===== src/rtl/pc_unit.sv =====
// pc_unit: program counter with branch/jump targeting, trap/mret redirection, halt control and an advisory return-address stack.
module pc_unit #(
  parameter int DATA_WIDTH = 32,
  parameter logic [DATA_WIDTH-1:0] RESET_VECTOR = '0,
  parameter logic [DATA_WIDTH-1:0] TRAP_VECTOR = 'h10,
  parameter int RAS_DEPTH = 4
) (
  input  logic                  clk,
  input  logic                  reset,
  input  logic                  update_pc,
  input  logic [DATA_WIDTH-1:0] addr_offset,
  input  logic [DATA_WIDTH-1:0] alu_result,
  input  logic [2:0]            jump_type,
  input  logic                  rd_link,
  input  logic                  rs1_link,
  input  logic                  trap_req,
  input  logic                  mret,
  input  logic                  halt_req,
  input  logic                  resume,
  output logic [DATA_WIDTH-1:0] pc_current,
  output logic [DATA_WIDTH-1:0] pc_plus_4,
  output logic [DATA_WIDTH-1:0] pc_next,
  output logic [DATA_WIDTH-1:0] epc,
  output logic                  misaligned,
  output logic [DATA_WIDTH-1:0] ras_top,
  output logic                  ras_empty,
  output logic                  halted
);
  localparam logic [2:0] JUMP_IF_0 = 3'd1;
  localparam logic [2:0] JUMP_IF_1 = 3'd2;
  localparam logic [2:0] JUMP_JAL  = 3'd3;
  localparam logic [2:0] JUMP_JALR = 3'd4;
  localparam logic [2:0] JUMP_ZERO = 3'd5;
  localparam logic [1:0] BOOT = 2'd0;
  localparam logic [1:0] RUN  = 2'd1;
  localparam logic [1:0] HALT = 2'd2;
  localparam int PW = $clog2(RAS_DEPTH);
  localparam int CW = $clog2(RAS_DEPTH + 1);

  logic [1:0]            state;
  logic [DATA_WIDTH-1:0] pc_q;
  logic [DATA_WIDTH-1:0] epc_q;
  logic [DATA_WIDTH-1:0] ras [RAS_DEPTH];
  logic [PW-1:0]         ras_ptr;
  logic [CW-1:0]         ras_cnt;
  logic [DATA_WIDTH-1:0] offset_tgt;
  logic [DATA_WIDTH-1:0] target;
  logic                  is_jal;
  logic                  is_jalr;
  logic                  taken;
  logic                  trap;
  logic                  advance;
  logic                  do_push;
  logic                  do_pop;
  logic [PW-1:0]         ptr_inc;
  logic [PW-1:0]         ptr_dec;

  always_comb begin
    is_jal     = jump_type == JUMP_JAL;
    is_jalr    = jump_type == JUMP_JALR;
    offset_tgt = pc_q + addr_offset;
    taken      = jump_type == JUMP_IF_0 ? !alu_result[0] :
                 jump_type == JUMP_IF_1 ? alu_result[0] :
                 is_jal || is_jalr || jump_type == JUMP_ZERO;
    target     = is_jalr ? {alu_result[DATA_WIDTH-1:1], 1'b0} :
                 jump_type == JUMP_ZERO ? '0 : offset_tgt;
    misaligned = taken && (target[1:0] != 2'b00);
    trap       = trap_req || misaligned;
    pc_next    = trap ? TRAP_VECTOR : mret ? epc_q : taken ? target : pc_plus_4;
    advance    = state == RUN && update_pc && !halt_req;
    do_push    = advance && !trap && rd_link && (is_jal || is_jalr);
    do_pop     = advance && !trap && is_jalr && rs1_link;
    ptr_inc    = ras_ptr == PW'(RAS_DEPTH - 1) ? '0 : ras_ptr + 1'b1;
    ptr_dec    = ras_ptr == '0 ? PW'(RAS_DEPTH - 1) : ras_ptr - 1'b1;
  end

  assign pc_current = pc_q;
  assign pc_plus_4  = pc_q + DATA_WIDTH'(4);
  assign epc        = epc_q;
  assign ras_empty  = ras_cnt == '0;
  assign ras_top    = ras_empty ? '0 : ras[ras_ptr];
  assign halted     = state == HALT;

  always_ff @(posedge clk or posedge reset) begin
    if (reset) begin
      state <= BOOT;
      pc_q  <= RESET_VECTOR;
      epc_q <= '0;
    end else begin
      case (state)
        BOOT:    state <= RUN;
        RUN:     if (halt_req) state <= HALT;
        HALT:    if (resume) state <= RUN;
        default: state <= BOOT;
      endcase
      if (advance) pc_q <= pc_next;
      if (advance && trap) epc_q <= pc_q;
    end
  end

  // a linking JALR that also pops on a non-empty stack just rewrites the top
  always_ff @(posedge clk or posedge reset) begin
    if (reset) begin
      ras_ptr <= '0;
      ras_cnt <= '0;
      for (int i = 0; i < RAS_DEPTH; i++) ras[i] <= '0;
    end else if (do_push && do_pop && !ras_empty) begin
      ras[ras_ptr] <= pc_plus_4;
    end else if (do_push) begin
      ras_ptr      <= ptr_inc;
      ras[ptr_inc] <= pc_plus_4;
      if (ras_cnt != CW'(RAS_DEPTH)) ras_cnt <= ras_cnt + 1'b1;
    end else if (do_pop && !ras_empty) begin
      ras_ptr <= ptr_dec;
      ras_cnt <= ras_cnt - 1'b1;
    end
  end
endmodule

===== config.mk =====
export PLATFORM = sky130hd
export DESIGN_NAME = pc_unit
export DESIGN_NICKNAME = d
export VERILOG_FILES = /design/src/rtl/pc_unit.sv
export SDC_FILE = /design/constraint.sdc
export NUM_CORES = 1
export LEC_CHECK = 0
export ABC_AREA = 1
export CAP_MARGIN = 40
export CORE_MARGIN = 5
export CORE_UTILIZATION = 30
export CTS_BUF_LIST = sky130_fd_sc_hd__clkbuf_4
export CTS_CLUSTER_SIZE = 40
export DETAILED_ROUTE_END_ITERATION = 6
export GPL_TIMING_DRIVEN = 0
export PLACE_DENSITY_LB_ADDON = 0.05
export SLEW_MARGIN = 5
export SYNTH_ARGS = -nofsm -noshare
export SYNTH_HDL_FRONTEND = slang
export SYNTH_SLANG_ARGS = --single-unit

===== constraint.sdc =====
create_clock -name clk -period 7.17 [get_ports clk]
set_clock_uncertainty 0.15 [all_clocks]
set_input_delay 0.717 -clock clk [delete_from_list [all_inputs] [get_ports clk]]
set_output_delay 0.717 -clock clk [all_outputs]
set_load 0.1 [all_outputs]

## After elaboration in Yosys (flattened, before gate mapping)

Index checks and enable logic that the tools add are counted.
W data, S select, Z words.

- $add $sub $neg: 6
- Order comparisons: 4
- Equality and inequality tests: 12
- Multiplexer cells: 29
- Bitwise gates (word level): 3
- Reduce and logical (&&, ||, !) cells: 30

Operators with widths:

| operator | count |
|---|---|
| $mux W32 | 10 |
| $bwmux W128 | 2 |
| $mux W128 | 2 |
| $demux W32 S2 | 2 |
| $bmux W32 S2 | 1 |
| $add A32 B3 Y32 const B | 1 |
| $add A32 B32 Y32 | 1 |
| $logic_and A1 B1 Y1 | 14 |
| $mux W2 | 6 |
| $mux W3 | 3 |
| $eq A3 B2 Y1 const B | 2 |
| $eq A3 B3 Y1 const B | 2 |
| $ge A3 B3 Y1 const B | 2 |
| $lt A3 B1 Y1 const B | 2 |
| $not A2 Y3 | 2 |
| $pmux W2 S3 | 1 |
| $reduce_bool A2 Y1 | 3 |
| $eq A2 B2 Y1 const B | 2 |
| $logic_not A1 Y1 | 4 |
| $logic_not A2 Y1 | 2 |
| $ne A2 B2 Y1 const B | 2 |
| $reduce_and A2 Y1 | 2 |
| $add A3 B1 Y3 const B | 1 |
| $eq A3 B1 Y1 const B | 1 |
| 11 further kinds | 14 |

- Register bits: 199
- Output and inout bits: 163
- Word-level logic and storage cells: 93

## Logic depth before layout (Yosys ltp)

Gate-level depths: netlist (run 1).

- Depth after elaboration: 15
- Depth in mapped cells: 17
- Depth with buffers taken out: 17

## Worst setup path after synthesis (run 1)

Ideal clock, no wire load.

- Path kind: register -> output
- From: reg pc_q[2], in the netlist pc_current[2]
- To: out pc_next[23]
- Arrival time: 5.470 ns
- Data required time: 6.303 ns
- Setup slack: 0.833 ns
- Cell stages (with the launch flop): 13
- Cell sequence: dfrtp_1 inv_2 nor3_4 nand2_2 nor2_4 nand2_2 xor2_1 nand2_1 nand2_1 inv_1 nand2_1 nand2_1 nor2_1

- Elaborated cells on any way between the ends: 7

RTL lines:

| what | line | source |
|---|---|---|
| start, declared | 41 | `logic [DATA_WIDTH-1:0] pc_q;` |
| start signal, assigned | 96 | `if (advance) pc_q <= pc_next;` |
| $add A32 B3 Y32 | 78 | `assign pc_plus_4 = pc_q + DATA_WIDTH'(4);` |
| net pc_plus_4[23] | 21 | `output logic [DATA_WIDTH-1:0] pc_plus_4,` |
| $mux W32 (3 in a row) | 69 | `pc_next = trap ? TRAP_VECTOR : mret ? epc_q : taken ? target : pc_plus_4;` |
| end, declared | 22 | `output logic [DATA_WIDTH-1:0] pc_next,` |

The timed path passes the listed nets, and every way through them passes these cells.

## Worst setup path after layout (run 1)

- From: reg pc_q[2], in the netlist pc_current[2]
- To: out pc_next[8]

- Cells in the longest elaborated chain, start to end: 6
- Elaborated cells on any way between the ends: 7

RTL lines:

| what | line | source |
|---|---|---|
| $add A32 B32 Y32 | 61 | `offset_tgt = pc_q + addr_offset;` |
| $mux W32 | 66 | `jump_type == JUMP_ZERO ? '0 : offset_tgt;` |
| $mux W32 | 65 | `target = is_jalr ? {alu_result[DATA_WIDTH-1:1], 1'b0} :` |
| $mux W32 (*) (3 in a row) | 69 |  |

Mark *: on every way between the ends. The rest lies on a longest branch, timed or not.

==> results of run 1 <==
[sequential cells by signal, summed over array words and instances, names as in the netlist]
register,cells
ras_ptr,2
ras_cnt,3
epc,32
state,2
pc_current,32
ras,128
[critical path: cells and delay by family, from the launching register on]
kind            cells  cell delay (ns)
flops               1             0.72
buf+inv             3             1.00
compound gates      1             0.26
fa+ha+maj           1             0.46
simple gates        6             1.70
[worst min-delay path by stage]
stage                           to  cells after the start  slack (ns)
after global routing      ras[117]                      2        0.37
after CTS                  ras[55]                      2        0.35
after detailed placement   ras[49]                      2        0.31
after floorplan            ras[49]                      2        0.29
after global placement     ras[49]                      2        0.31
final                      ras[55]                      2        0.34
[cells by family after synthesis]
group,Yosys count
AOI/OAI and AO/OA,376
xor gates and xnor gates,19
adders and majority gates,41
buffers and inverters,370
DFF,199
muxes,4
and+or+nand+nor,1027
[report_power, final]
part / switching (mW) / internal, mW
registers: 0.382 / 1.37
clock network: 0.435 / 0.178
logic: 4.90 / 2.28
total: 5.72 / 3.83
[per-layer routing]
layer	global-route usage, %	wire (microns)	vias to the layer above
li1	-	-	7260
met4	9.62	2300	0
met2	41.6	29400	402
met3	3.13	2210	96
met1	31.2	26700	6947
met5	0	0	-
[synth_stat cells (5+ instances only)]
library cell | number | area share, %
nand2_2 | 5 | 0.23
xnor2_1 | 7 | 0.46
buf_1 | 17 | 0.48
nor2_1 | 171 | 4.8
inv_2 | 7 | 0.20
o211ai_1 | 39 | 2.2
clkbuf_1 | 48 | 1.3
nand2_1 | 700 | 20
a21oi_1 | 98 | 3.7
nand4_1 | 11 | 0.51
o21ai_0 | 200 | 7.5
xor2_1 | 8 | 0.52
buf_2 | 12 | 0.45
nand3_1 | 95 | 3.5
nor3_1 | 13 | 0.49
ha_1 | 39 | 3.6
dfrtp_1 | 199 | 37
nor2_4 | 7 | 0.59
o21ai_1 | 22 | 0.82
inv_1 | 274 | 7.7
[final cells by class]
class	count	area [sq um]	area share, %
repair buffers	403	4950	25.6
plain buffers	85	364	1.88
flip-flops and latches	199	4980	25.7
clock buffers	18	135	0.698
diodes	1	2.50	0.0129
clock inverters	14	125	0.646
multi-input cells	1467	6980	36.1
well taps	592	741	3.83
inverters	285	1080	5.56
[through the flow]
stage | utilization (%) | hold WS [ns]
5_1_grt | 43.8 | 0.366
4_1_cts | 43.8 | 0.346
3_3_place_gp | 37.4 | 0.306
2_1_floorplan | - | 0.293
6_report | 43.8 | 0.345
3_5_place_dp | 43.2 | 0.310
==> flow_summary.json, run 1 <==
{
  "status": "finished clean",
  "worstReg2RegStart": "pc_current[0]",
  "hold_class": "reg -> reg",
  "syn_avg_cell_area_sq_um": 6.58,
  "boundaryPins": 239,
  "critPathLaunch": "pc_current[2]",
  "synth-edff-count": 0,
  "finalSetupTns_ns": 0,
  "die_area_sq_um": 49000,
  "grt_max_degree": 114,
  "place_congestion": 0.919,
  "end_kind": "output port",
  "io_buffers": 238,
  "track_usage_pct": 24.3,
  "final_cell_mix": "700 x nand2_1, 273 x inv_1, 238 x clkdlybuf4s50_1, 200 x o21ai_0, 199 x dfrtp_1",
  "slew_headroom_pct": 51.4,
  "hold_violations": 0,
  "nNetsFinal": 2575,
  "netlist_area_sq_um": 13400,
  "synth.distinct_cells": 46,
  "finalSetupViolations": 0,
  "initial_core_util_pct": 30.3,
  "post_cts_buffers": 0,
  "report.power.total_mw": 9.55,
  "fin_crit_ns": 5.67,
  "total_leakage_power_nw": 9.31,
  "critical_path_required_ns": 6.30,
  "criticalPathCategory": "reg -> out",
  "drtPass1Iterations": 5,
  "cts_resized": 0,
  "final_cells": 3064,
  "synthMuxAreaShare_pct": 0.308,
  "vias": 14700,
  "synthSimpleGateAreaFrac_pct": 31.3,
  "ys_warn_count": 0,
  "synthesis.nets": 2153,
  "slew_violations": 0,
  "worst-slew-pin-transition_ns": 0.729,
  "place_hpwl_microns": 48800,
  "final_common_cell": "nand2_1",
  "post-place-ws_ns": 1.79,
  "fillers": 4554,
  "endpoint": "pc_next[8]",
  "clk_latency_ns": 0.67,
  "cts_num_sinks": 199,
  "synth_top_family_by_area": "simple AND/OR/NAND/NOR gates",
  "setup_ws_ns": 1.50,
  "cts_buffers": 17,
  "synthAdderAreaFrac_pct": 3.94,
  "drive_gt1_share_pct": 10.6,
  "arrival_ns": 4.80,
  "numPlacedInstances": 3030,
  "critPathMaxFanout": 9,
  "die_w_microns": 221,
  "fp-row-count": 77,
  "path_cells": "ha_1 -> nand3_1 -> nor2_1 -> nor2_1 -> nor2_1 -> inv_1 -> o211ai_1 -> nand2_1 -> nor2_1 -> clkdlybuf4s50_1 -> buf_8",
  "power_density_nw_per_um2": 493,
  "drt-initial-drc-count": 1090,
  "ys.flop_type": "dfrtp_1",
  "cp_common_cell": "nor2_1",
  "post_drt_wl_per_cell_microns": 19.8,
  "netlist_instances": 2036,
  "finalInstanceArea_sq_um": 19400,
  "ys_async_sr_fraction_pct": 100,
  "min_from": "ras[55]",
  "ff2ff_path_depth": 11,
  "routed_via_density": 4.80,
  "clk_pin_slew_ns": 0.16,
  "drc": 0,
  "htree_num_levels": 4,
  "area_growth_pct": 44.5,
  "place_area_sq_um": 19100,
  "rsz0062_at_grt": "no",
  "synth_compound_area_share_pct": 15.1,
  "antenna_left": 0,
  "reg2reg_slack_ns": 3.63,
  "hold_buffers": 0,
  "root_buffer": "clkbuf_4",
  "reg2reg_to": "ras[18]",
  "cp-start-kind": "register",
  "ys_seq_elements": 199,
  "clock_path_buffers": 2,
  "synthXorXnorAreaFrac_pct": 1.47,
  "globalRoute.totalOverflow": 0,
  "cts_tree": "done",
  "cpMaxStageDelayCell": "dfrtp_1",
  "antenna_found_initial": 1,
  "max_stage_delay_ns": 0.72,
  "fp.coreArea_sq_um": 44200,
  "wl_microns": 60500,
  "drv_cap": 0,
  "grt_pass1_vias": 15000,
  "timing.fmax_mhz": 176,
  "die_height_microns": 221,
  "fin_crit_sh_pct": 79.0,
  "ir_worst_vdd_mv": 0.276,
  "ys_seq_area_share_pct": 37.2,
  "grt_pass1_wl_microns": 91300
}
(Power assumes the default switching activity.)
==> inputs of run 2 (changes only) <==
Clock period 7.17 ns to 5.79 ns, I/O delays scaled along.
==> run 2 against run 1 <==
First-iteration DRC count rose by 11%; global-route usage rose by 0.35 points; total power rose by 25%; via count rose by 0.13%; clock power rose by 36%; combinational power rose by 24%; setup slack got worse by 1.3 ns; largest cell class unchanged.
==> flow_summary.json, run 2 (synthesized netlist as in run 1, its figures left out) <==
{
  "status": "finished clean",
  "boundaryPins": 239,
  "die_height_microns": 221,
  "routed_via_density": 4.80,
  "cpMaxStageDelayCell": "dfrtp_1",
  "drtPass1Iterations": 6,
  "criticalPathCategory": "reg -> out",
  "finalSetupViolations": 0,
  "area_growth_pct": 45.7,
  "final_cell_mix": "700 x nand2_1, 273 x inv_1, 238 x clkdlybuf4s50_1, 200 x o21ai_0, 199 x dfrtp_1",
  "globalRoute.totalOverflow": 0,
  "track_usage_pct": 24.6,
  "timing.fmax_mhz": 180,
  "worst-slew-pin-transition_ns": 0.948,
  "clk_pin_slew_ns": 0.16,
  "die_area_sq_um": 49000,
  "grt_pass1_wl_microns": 93100,
  "fp-row-count": 77,
  "cp-start-kind": "register",
  "grt_pass1_vias": 15200,
  "antenna_left": 0,
  "die_w_microns": 221,
  "drv_cap": 0,
  "post_drt_wl_per_cell_microns": 19.9,
  "hold_violations": 0,
  "reg2reg_to": "pc_current[16]",
  "critical_path_required_ns": 5.06,
  "arrival_ns": 4.82,
  "fin_crit_ns": 5.55,
  "post_cts_buffers": 0,
  "antenna_found_initial": 1,
  "htree_num_levels": 4,
  "critPathMaxFanout": 9,
  "fin_crit_sh_pct": 95.8,
  "path_cells": "ha_1 -> nand3_1 -> nor2_1 -> inv_1 -> o21ai_0 -> nand2_1 -> o21ai_0 -> inv_1 -> nand2_1 -> nand2_1 -> nor2_1 -> clkdlybuf4s50_1 -> buf_8",
  "clock_path_buffers": 2,
  "total_leakage_power_nw": 9.38,
  "drive_gt1_share_pct": 10.7,
  "drc": 0,
  "vias": 14700,
  "critical_path.top_delay_family": "simple AND/OR/NAND/NOR gates",
  "power_density_nw_per_um2": 610,
  "slew_headroom_pct": 36.1,
  "place_congestion": 0.958,
  "io_buffers": 238,
  "report.power.total_mw": 11.9,
  "root_buffer": "clkbuf_4",
  "cts_buffers": 17,
  "holdWs_ns": 0.229,
  "hold_class": "in -> async",
  "worstReg2RegStart": "pc_current[2]",
  "hold_buffers": 0,
  "cts_resized": 0,
  "ir_worst_vdd_mv": 0.362,
  "clk_latency_ns": 0.68,
  "ff2ff_path_depth": 11,
  "end_kind": "output port",
  "final_common_cell": "nand2_1",
  "slew_violations": 0,
  "fp.coreArea_sq_um": 44200,
  "fillers": 4563,
  "place_hpwl_microns": 49400,
  "finalInstanceArea_sq_um": 19500,
  "top_register": "ras",
  "nNetsFinal": 2579,
  "rsz0062_at_grt": "no",
  "wl_microns": 61100,
  "fin_util_pct": 44.1,
  "cp_common_cell": "nand2_1",
  "finalSetupTns_ns": 0,
  "largest_reg_flops": 128,
  "drt-initial-drc-count": 1210,
  "place_area_sq_um": 19200,
  "initial_core_util_pct": 30.3,
  "max_stage_delay_ns": 0.76,
  "cts_tree": "done",
  "grt_max_degree": 36,
  "reg2reg_slack_ns": 2.29,
  "cts_num_sinks": 199,
  "worst-path-buf-inv": 4
}
run 2: worst max path at each step:
stage	start	to	slack, ns	cells past startpoint
floorplan	pc_current[9]	pc_next[12]	0.01	9
global route	pc_current[2]	pc_next[16]	0.07	13
finish	pc_current[2]	pc_next[16]	0.24	13
CTS	pc_current[2]	pc_next[16]	0.29	13
detailed placement	addr_offset[0]	pc_next[10]	0.70	13
global placement	addr_offset[0]	pc_next[30]	0.27	12
run 2: final cells by class:
type | count | area [sq um] | share of cell area, %
diodes | 1 | 2.50 | 0.0128
plain buffers | 85 | 364 | 1.87
clock buffers | 17 | 128 | 0.654
clock inverters | 15 | 175 | 0.897
inverters | 285 | 1070 | 5.50
multi-input cells | 1467 | 6990 | 35.8
flip-flops and latches | 199 | 4980 | 25.5
well taps | 592 | 741 | 3.79
repair buffers | 407 | 5060 | 25.9
run 2: through the flow:
stage | std cells | setup WS, ns
floorplan | 2036 | 0.0139
global placement | 2866 | 0.275
detailed placement | 3035 | 0.695
CTS | 3067 | 0.285
global route | 3068 | 0.0670
finish | 3068 | 0.242
run 2: layer usage:
layer	track usage, %	up-vias	wire length [microns]
li1	-	7266	-
met3	2.39	94	2080
met4	8.34	0	1970
met2	43.5	360	30300
met1	31.6	7004	26700
met5	0	-	0
run 2: power by group:
group / switching [mW] / leakage [nW] / internal (mW) / total [mW]
sequential: 0.468 / 2.47 / 1.70 / 2.17
clock: 0.529 / 0.159 / 0.302 / 0.831
combinational: 6.07 / 6.75 / 2.84 / 8.92
total: 7.07 / 9.38 / 4.84 / 11.9
